===== config.mk =====
export PLATFORM = sky130hd
export DESIGN_NAME = pipe_skid_reg
export DESIGN_NICKNAME = d
export VERILOG_FILES = /design/src/rtl/pipe_skid_reg.sv
export SDC_FILE = /design/constraint.sdc
export NUM_CORES = 1
export LEC_CHECK = 0
export ABC_AREA = 1
export CAP_MARGIN = 25
export CELL_PAD_IN_SITES_DETAIL_PLACEMENT = 0
export CELL_PAD_IN_SITES_GLOBAL_PLACEMENT = 1
export CORE_UTILIZATION = 31
export CTS_BUF_LIST = sky130_fd_sc_hd__clkbuf_8 sky130_fd_sc_hd__clkbuf_16
export CTS_CLUSTER_DIAMETER = 150
export DETAILED_ROUTE_END_ITERATION = 8
export HOLD_SLACK_MARGIN = 0.15
export PLACE_DENSITY = 0.74
export SLEW_MARGIN = 20
export SYNTH_ARGS = -nofsm -noshare
export SYNTH_HDL_FRONTEND = slang
export SYNTH_SLANG_ARGS = --single-unit

===== constraint.sdc =====
create_clock -name clk -period 1.8 [get_ports clk]
set_input_delay 0.45 -clock clk [delete_from_list [all_inputs] [get_ports clk]]
set_output_delay 0.45 -clock clk [all_outputs]
set_load 0.01 [all_outputs]

===== src/rtl/pipe_skid_reg.sv =====
// Pipeline stage register with valid/ready handshake, one-entry skid buffer
// and synchronous flush; in_ready depends on registered state only.
module pipe_skid_reg #(
  parameter int unsigned      WIDTH       = 19,
  parameter logic [WIDTH-1:0] RESET_VALUE = '0
) (
  input  logic             clk,
  input  logic             reset,
  input  logic             flush,
  input  logic             in_valid,
  output logic             in_ready,
  input  logic [WIDTH-1:0] in_data,
  output logic             out_valid,
  input  logic             out_ready,
  output logic [WIDTH-1:0] out_data,
  output logic [1:0]       occupancy
);

  // Encoding equals the number of held entries.
  typedef enum logic [1:0] {
    EMPTY = 2'd0,
    ONE   = 2'd1,
    FULL  = 2'd2
  } state_e;

  state_e           state_q, state_d;
  logic [WIDTH-1:0] main_q, main_d;
  logic [WIDTH-1:0] skid_q, skid_d;
  logic             in_fire;
  logic             out_fire;

  assign in_ready  = (state_q != FULL);
  assign out_valid = (state_q != EMPTY);
  assign out_data  = main_q;
  assign occupancy = 2'(state_q);

  assign in_fire  = in_valid & in_ready;
  assign out_fire = out_valid & out_ready;

  always_ff @(posedge clk) begin
    if (!reset) begin
      state_q <= EMPTY;
      main_q  <= RESET_VALUE;
      skid_q  <= RESET_VALUE;
    end else begin
      state_q <= state_d;
      main_q  <= main_d;
      skid_q  <= skid_d;
    end
  end

  // Flush kills both entries but leaves the data registers untouched.
  always_comb begin
    state_d = state_q;
    main_d  = main_q;
    skid_d  = skid_q;
    if (flush) begin
      state_d = EMPTY;
    end else begin
      case (state_q)
        EMPTY: begin
          if (in_fire) begin
            main_d  = in_data;
            state_d = ONE;
          end
        end
        ONE: begin
          if (in_fire && out_fire) begin
            main_d = in_data;
          end else if (in_fire) begin
            skid_d  = in_data;
            state_d = FULL;
          end else if (out_fire) begin
            state_d = EMPTY;
          end
        end
        FULL: begin
          if (out_fire) begin
            main_d  = skid_q;
            state_d = ONE;
          end
        end
        default: state_d = EMPTY;
      endcase
    end
  end

endmodule


## Yosys cells after proc, flatten, opt, wreduce, memory -nomap -nowiden

Cells that the tools add are included.
Widths: inputs -> output; s select.

| word-level totals | value |
|---|---|
| bits in registers | 40 |
| latch bits | 0 |
| bits in writable memories | 0 |
| ROM bits | 0 |
| input port bits | 24 |
| output and inout port bits | 23 |
| logic and storage cells | 34 |
| memories kept | 0 |

| operators by class | value |
|---|---|
| add/subtract/negate cells | 0 |
| $mul | 0 |
| div/mod/pow operators | 0 |
| magnitude comparators | 0 |
| equality and inequality tests | 8 |
| shift-type cells | 0 |
| mux-type cells | 10 |
| bitwise gates (word level) | 5 |
| reduce and logical (&&, ||, !) cells | 8 |

Operators by type and width:

| operator | count |
|---|---|
| $mux 19 | 3 |
| $pmux 19 s3 | 1 |
| $mux 2 | 5 |
| $ne 2x2->1 const B | 5 |
| $reduce_and 4->1 | 2 |
| $pmux 2 s3 | 1 |
| $reduce_and 5->1 | 1 |
| $ne 3x3->1 const B | 1 |
| $not 1->1 | 3 |
| $reduce_bool 3->1 | 1 |
| $and 1x1->1 | 2 |
| $eq 2x1->1 const B | 1 |
| $eq 2x2->1 const B | 1 |
| $logic_not 2->1 | 1 |
| $reduce_bool 2->1 | 1 |
| $reduce_or 2->1 | 1 |
| $logic_and 1x1->1 | 1 |

## Depth between registers and ports, before layout

| logic depth | value |
|---|---|
| depth after elaboration | 6 |
| depth in mapped cells | 10 |

## Worst setup path before layout

Ideal clock, no wire load.

| timing | value |
|---|---|
| path kind | reg2reg |
| start point | register state_q[0] (netlist: occupancy[0]) |
| end point | register main_q[12] (netlist: out_data[12]) |
| library setup time | 0.112 ns |
| data arrival time | 1.238 ns |
| required time | 1.688 ns |
| path slack | 0.450 ns |
| stages on the path, launching flop included | 8 |
| clock period less this slack | 1.350 ns |
| cells stage by stage | dfxtp_1 -> buf_6 -> inv_6 -> a211oi_1 -> nor2_4 -> buf_6 -> nor2_2 -> nor2_2 |

| on the way | value |
|---|---|
| word-level cells in the longest chain between the ends | 5 |

Ends and longest elaborated chain:

| item | RTL line | text |
|---|---|---|
| start, declared | 26 | `state_e state_q, state_d;` |
| start signal, assigned | 46 | `state_q <= state_d;` |
| $ne 2x2->1 / $reduce_bool 2->1 (equally long branches) | 32, 33 |  |
| $and 1x1->1 (on tied branches) | 37, 38 |  |
| $logic_and 1x1->1 | 68 | `if (in_fire && out_fire) begin` |
| $ne 2x2->1 (no source line) | -- |  |
| $reduce_and 5->1 (no source line) | -- |  |
| end signal, assigned | 47 | `main_q <= main_d;` |
| end, declared | 27 | `logic [WIDTH-1:0] main_q, main_d;` |

Parallel ways exist; a longest one is shown, timed or not.
A chain may end at the register's enable or synchronous reset.

## Final worst setup path

| timing | value |
|---|---|
| start point | register state_q[0] (netlist: occupancy[0]) |
| end point | output in_ready |

| on the way | value |
|---|---|
| word-level cells in the longest chain between the ends | 1 |

Ends and longest elaborated chain:

| item | RTL line | text |
|---|---|---|
| $ne 2x2->1 | 32 | `assign in_ready = (state_q != FULL);` |
| end, declared | 11 | `output logic in_ready,` |

No other way between the ends.

==> flow_summary.json <==
{
  "yosys-top-cells-count": "nor2_1, nand2_1, dfxtp_1",
  "die_h_um": 79.91,
  "postSynthAreaPerCell_um2": 6.721,
  "final_layout_size_suffix_gt1_share_pct": 9.422,
  "area_growth_pct": 36.44,
  "synthSimpleGateAreaFrac_pct": 30.72,
  "grt_pass1_wl_mm": 7.293,
  "crit_start": "occupancy[0]",
  "grt_max_degree": 41,
  "cts_root_buffer": "clkbuf_8",
  "core-area_um2": 5886,
  "synth_mux_area_share_pct": 0,
  "routedWlPerCell_um": 10.90,
  "power_leakage_nw": 1.153,
  "portBuffers": 46,
  "rsz0062_at_grt": "no",
  "setup_viol": 0,
  "synth-seq-cells": 40,
  "yosysMostFrequentCell": "nor2_1",
  "drc_errors": 0,
  "timing.rr.start": "occupancy[0]",
  "hold_path_class": "reg2reg",
  "setup_slack_ps": 139.2,
  "synth_top_family_by_area": "simple AND/OR/NAND/NOR gates",
  "crit_slowest_cell": "dfxtp_2",
  "slew_viol_final": 0,
  "vias": 1708,
  "postCtsResizedCells": 6,
  "synth_nets": 304,
  "hold_start": "skid_q[10]",
  "nets": 353,
  "synth_top_flop_cell": "dfxtp_1",
  "worstHoldEndpoint": "skid_q[10]",
  "hold_violations": 0,
  "cp-start-kind": "register",
  "p_total_mw": 1.867,
  "yosysTopAreaCellShare_pct": 42.55,
  "via_per_inst": 4.228,
  "tightest_slew_ps": 436.6,
  "numCtsBuffers": 5,
  "power_density_nw_per_um2": 727.3,
  "cts_sinks": 40,
  "peakVddDrop_mv": 0.2590,
  "synth_cell_types": 21,
  "critical_path.endpoint_type": "output pin",
  "cpPeakStageDelay_ps": 350,
  "holdBufCountCts": 0,
  "max-slew-margin-rel_pct": 70.83,
  "rows": 28,
  "path_buf_inv": 3,
  "yosys.area_share.xor_xnor_pct": 0,
  "clock_latency_ps": 290,
  "clockBufferDepth": 2,
  "ios": 47,
  "clkSlewWorstSetupHoldPaths_ps": 80,
  "fmax_mhz": 602.1,
  "detailedPlacementHpwl_mm": 3.154,
  "grt_antenna_before_repair": 0,
  "gp_congestion": 0.8163,
  "yosysSeqAreaShare_pct": 42.55,
  "final_core_util_pct": 43.62,
  "status": "complete, no violations",
  "arrival_ps": 1210,
  "min_period_ps": 1661,
  "synth-async-reset-ratio_pct": 0,
  "synth-compound-area-share_pct": 13.50,
  "grt_pass1_vias": 1545,
  "postCtsSetupBuffers": 0,
  "synth_top_area_cell": "dfxtp_1",
  "place_ws_ps": -128.0,
  "synth-warning-count": 0,
  "hold_path_depth": 2,
  "fin_crit_sh_pct": 92.27,
  "max_cap_violations": 0,
  "required_ps": 1350,
  "path_class": "reg2out",
  "antenna_cells": 0,
  "crit_chain": "buf_4 -> inv_6 -> nand2_2 -> dlygate4sd2_1",
  "drt_first_pass_iters": 4,
  "cpLargestDelayFamily": "buffers and inverters",
  "dieWidth_um": 79.91,
  "r2r_slack_ps": 260,
  "gr-total-overflow": 0,
  "r2r_end": "out_data[10]",
  "synthAdderAreaFrac_pct": 0,
  "synth_area_leaders": "dfxtp_1, nor2_1, nand2_1",
  "clock-skew-final_ps": 6.805,
  "totalWireLength_mm": 4.403,
  "dieArea_um2": 6386,
  "rr_worst_depth": 9,
  "dr.first_iter.drc_count": 72,
  "synth_area_um2": 1882,
  "track_usage_pct": 14.91,
  "htree_levels": 2,
  "synth-edff-count": 0,
  "ant_nets": 0,
  "crit_fanout": 10,
  "start_util_pct": 31.97,
  "synthCells": 280,
  "cts_tree": "done"
}
per-stage QoR:
step,setup TNS (ps),instances,cell area (um2),hold WS [ps]
after floorplan,0,280,1882,424.5
after global placement,-2172,397,2479,431.1
after detailed placement,-2710,397,2479,436.3
after CTS,0,404,2565,448.9
after global routing,0,404,2567,475.1
final,0,404,2567,447.6
layout make-up:
| type | instances | area, um2 |
|---|---|---|
| Tap cell | 75 | 93.84 |
| Sequential cell | 40 | 805.8 |
| Clock inverter | 2 | 12.51 |
| Inverter | 39 | 151.4 |
| Clock buffer | 5 | 68.82 |
| Timing Repair Buffer | 58 | 600.6 |
| Multi-Input combinational cell | 185 | 834.6 |
| Fill cell | 645 | 3318 |
flip-flops by register name (all words and copies together), names as in the netlist:
signal	cells
out_data	19
occupancy	2
skid_q	19
report_power, final:
group          leakage (nW)  internal (mW)  switching, mW
Clock                0.0400          0.262          0.308
Combinational         0.785          0.184          0.165
Sequential            0.328          0.926         0.0217
Total                  1.15           1.37          0.495
routing by layer:
metal  global-route usage (%)  wire length, um  up-vias
li1                         -                -      968
met1                    20.15             2322      709
met2                    22.91             1904       26
met3                    3.886              128        5
met4                    4.821               48        0
met5                        0                0        -
worst reg2reg max path, stage by stage (launching register included):
cell	delay (ps)
dfxtp_2	350
buf_4	150
inv_6	90
nand2_2	60
buf_4	230
o21ai_0	320
inv_1	70
nand3_1	90
nand2_1	50
nor2_1	80
how the worst max path moves through the flow:
stage	to	cells past startpoint
after floorplan	out_data[12]	7
after global placement	out_data[15]	7
after detailed placement	out_data[10]	7
after CTS	occupancy[1]	2
after global routing	out_data[18]	7
final	in_ready	4
cells in the final DEF (no fill, tap or decap):
master | netlist | layout
a211oi_1 | 1 | 1
a21oi_1 | 13 | 13
a21oi_2 | 1 | 1
buf_12 | 0 | 4
buf_4 | 0 | 8
clkbuf_8 | 0 | 5
clkdlybuf4s50_1 | 0 | 43
clkinv_2 | 0 | 1
clkinvlp_4 | 0 | 1
dfxtp_1 | 40 | 38
dfxtp_2 | 0 | 1
dfxtp_4 | 0 | 1
dlygate4sd2_1 | 0 | 2
dlymetal6s2s_1 | 0 | 1
inv_1 | 37 | 37
inv_2 | 1 | 1
inv_6 | 1 | 1
nand2_1 | 48 | 48
nand2_2 | 1 | 1
nand3_1 | 30 | 30
nand3_2 | 1 | 1
nand4_1 | 2 | 2
nor2_1 | 52 | 51
nor2_2 | 2 | 3
nor2_4 | 1 | 1
o211ai_2 | 1 | 1
o21ai_0 | 32 | 32
cell families after synthesis:
kind of cell    after synthesis
flops                        40
simple gates                137
compound gates               48
buf+inv                      55
Power figures use the tool's default switching activity.
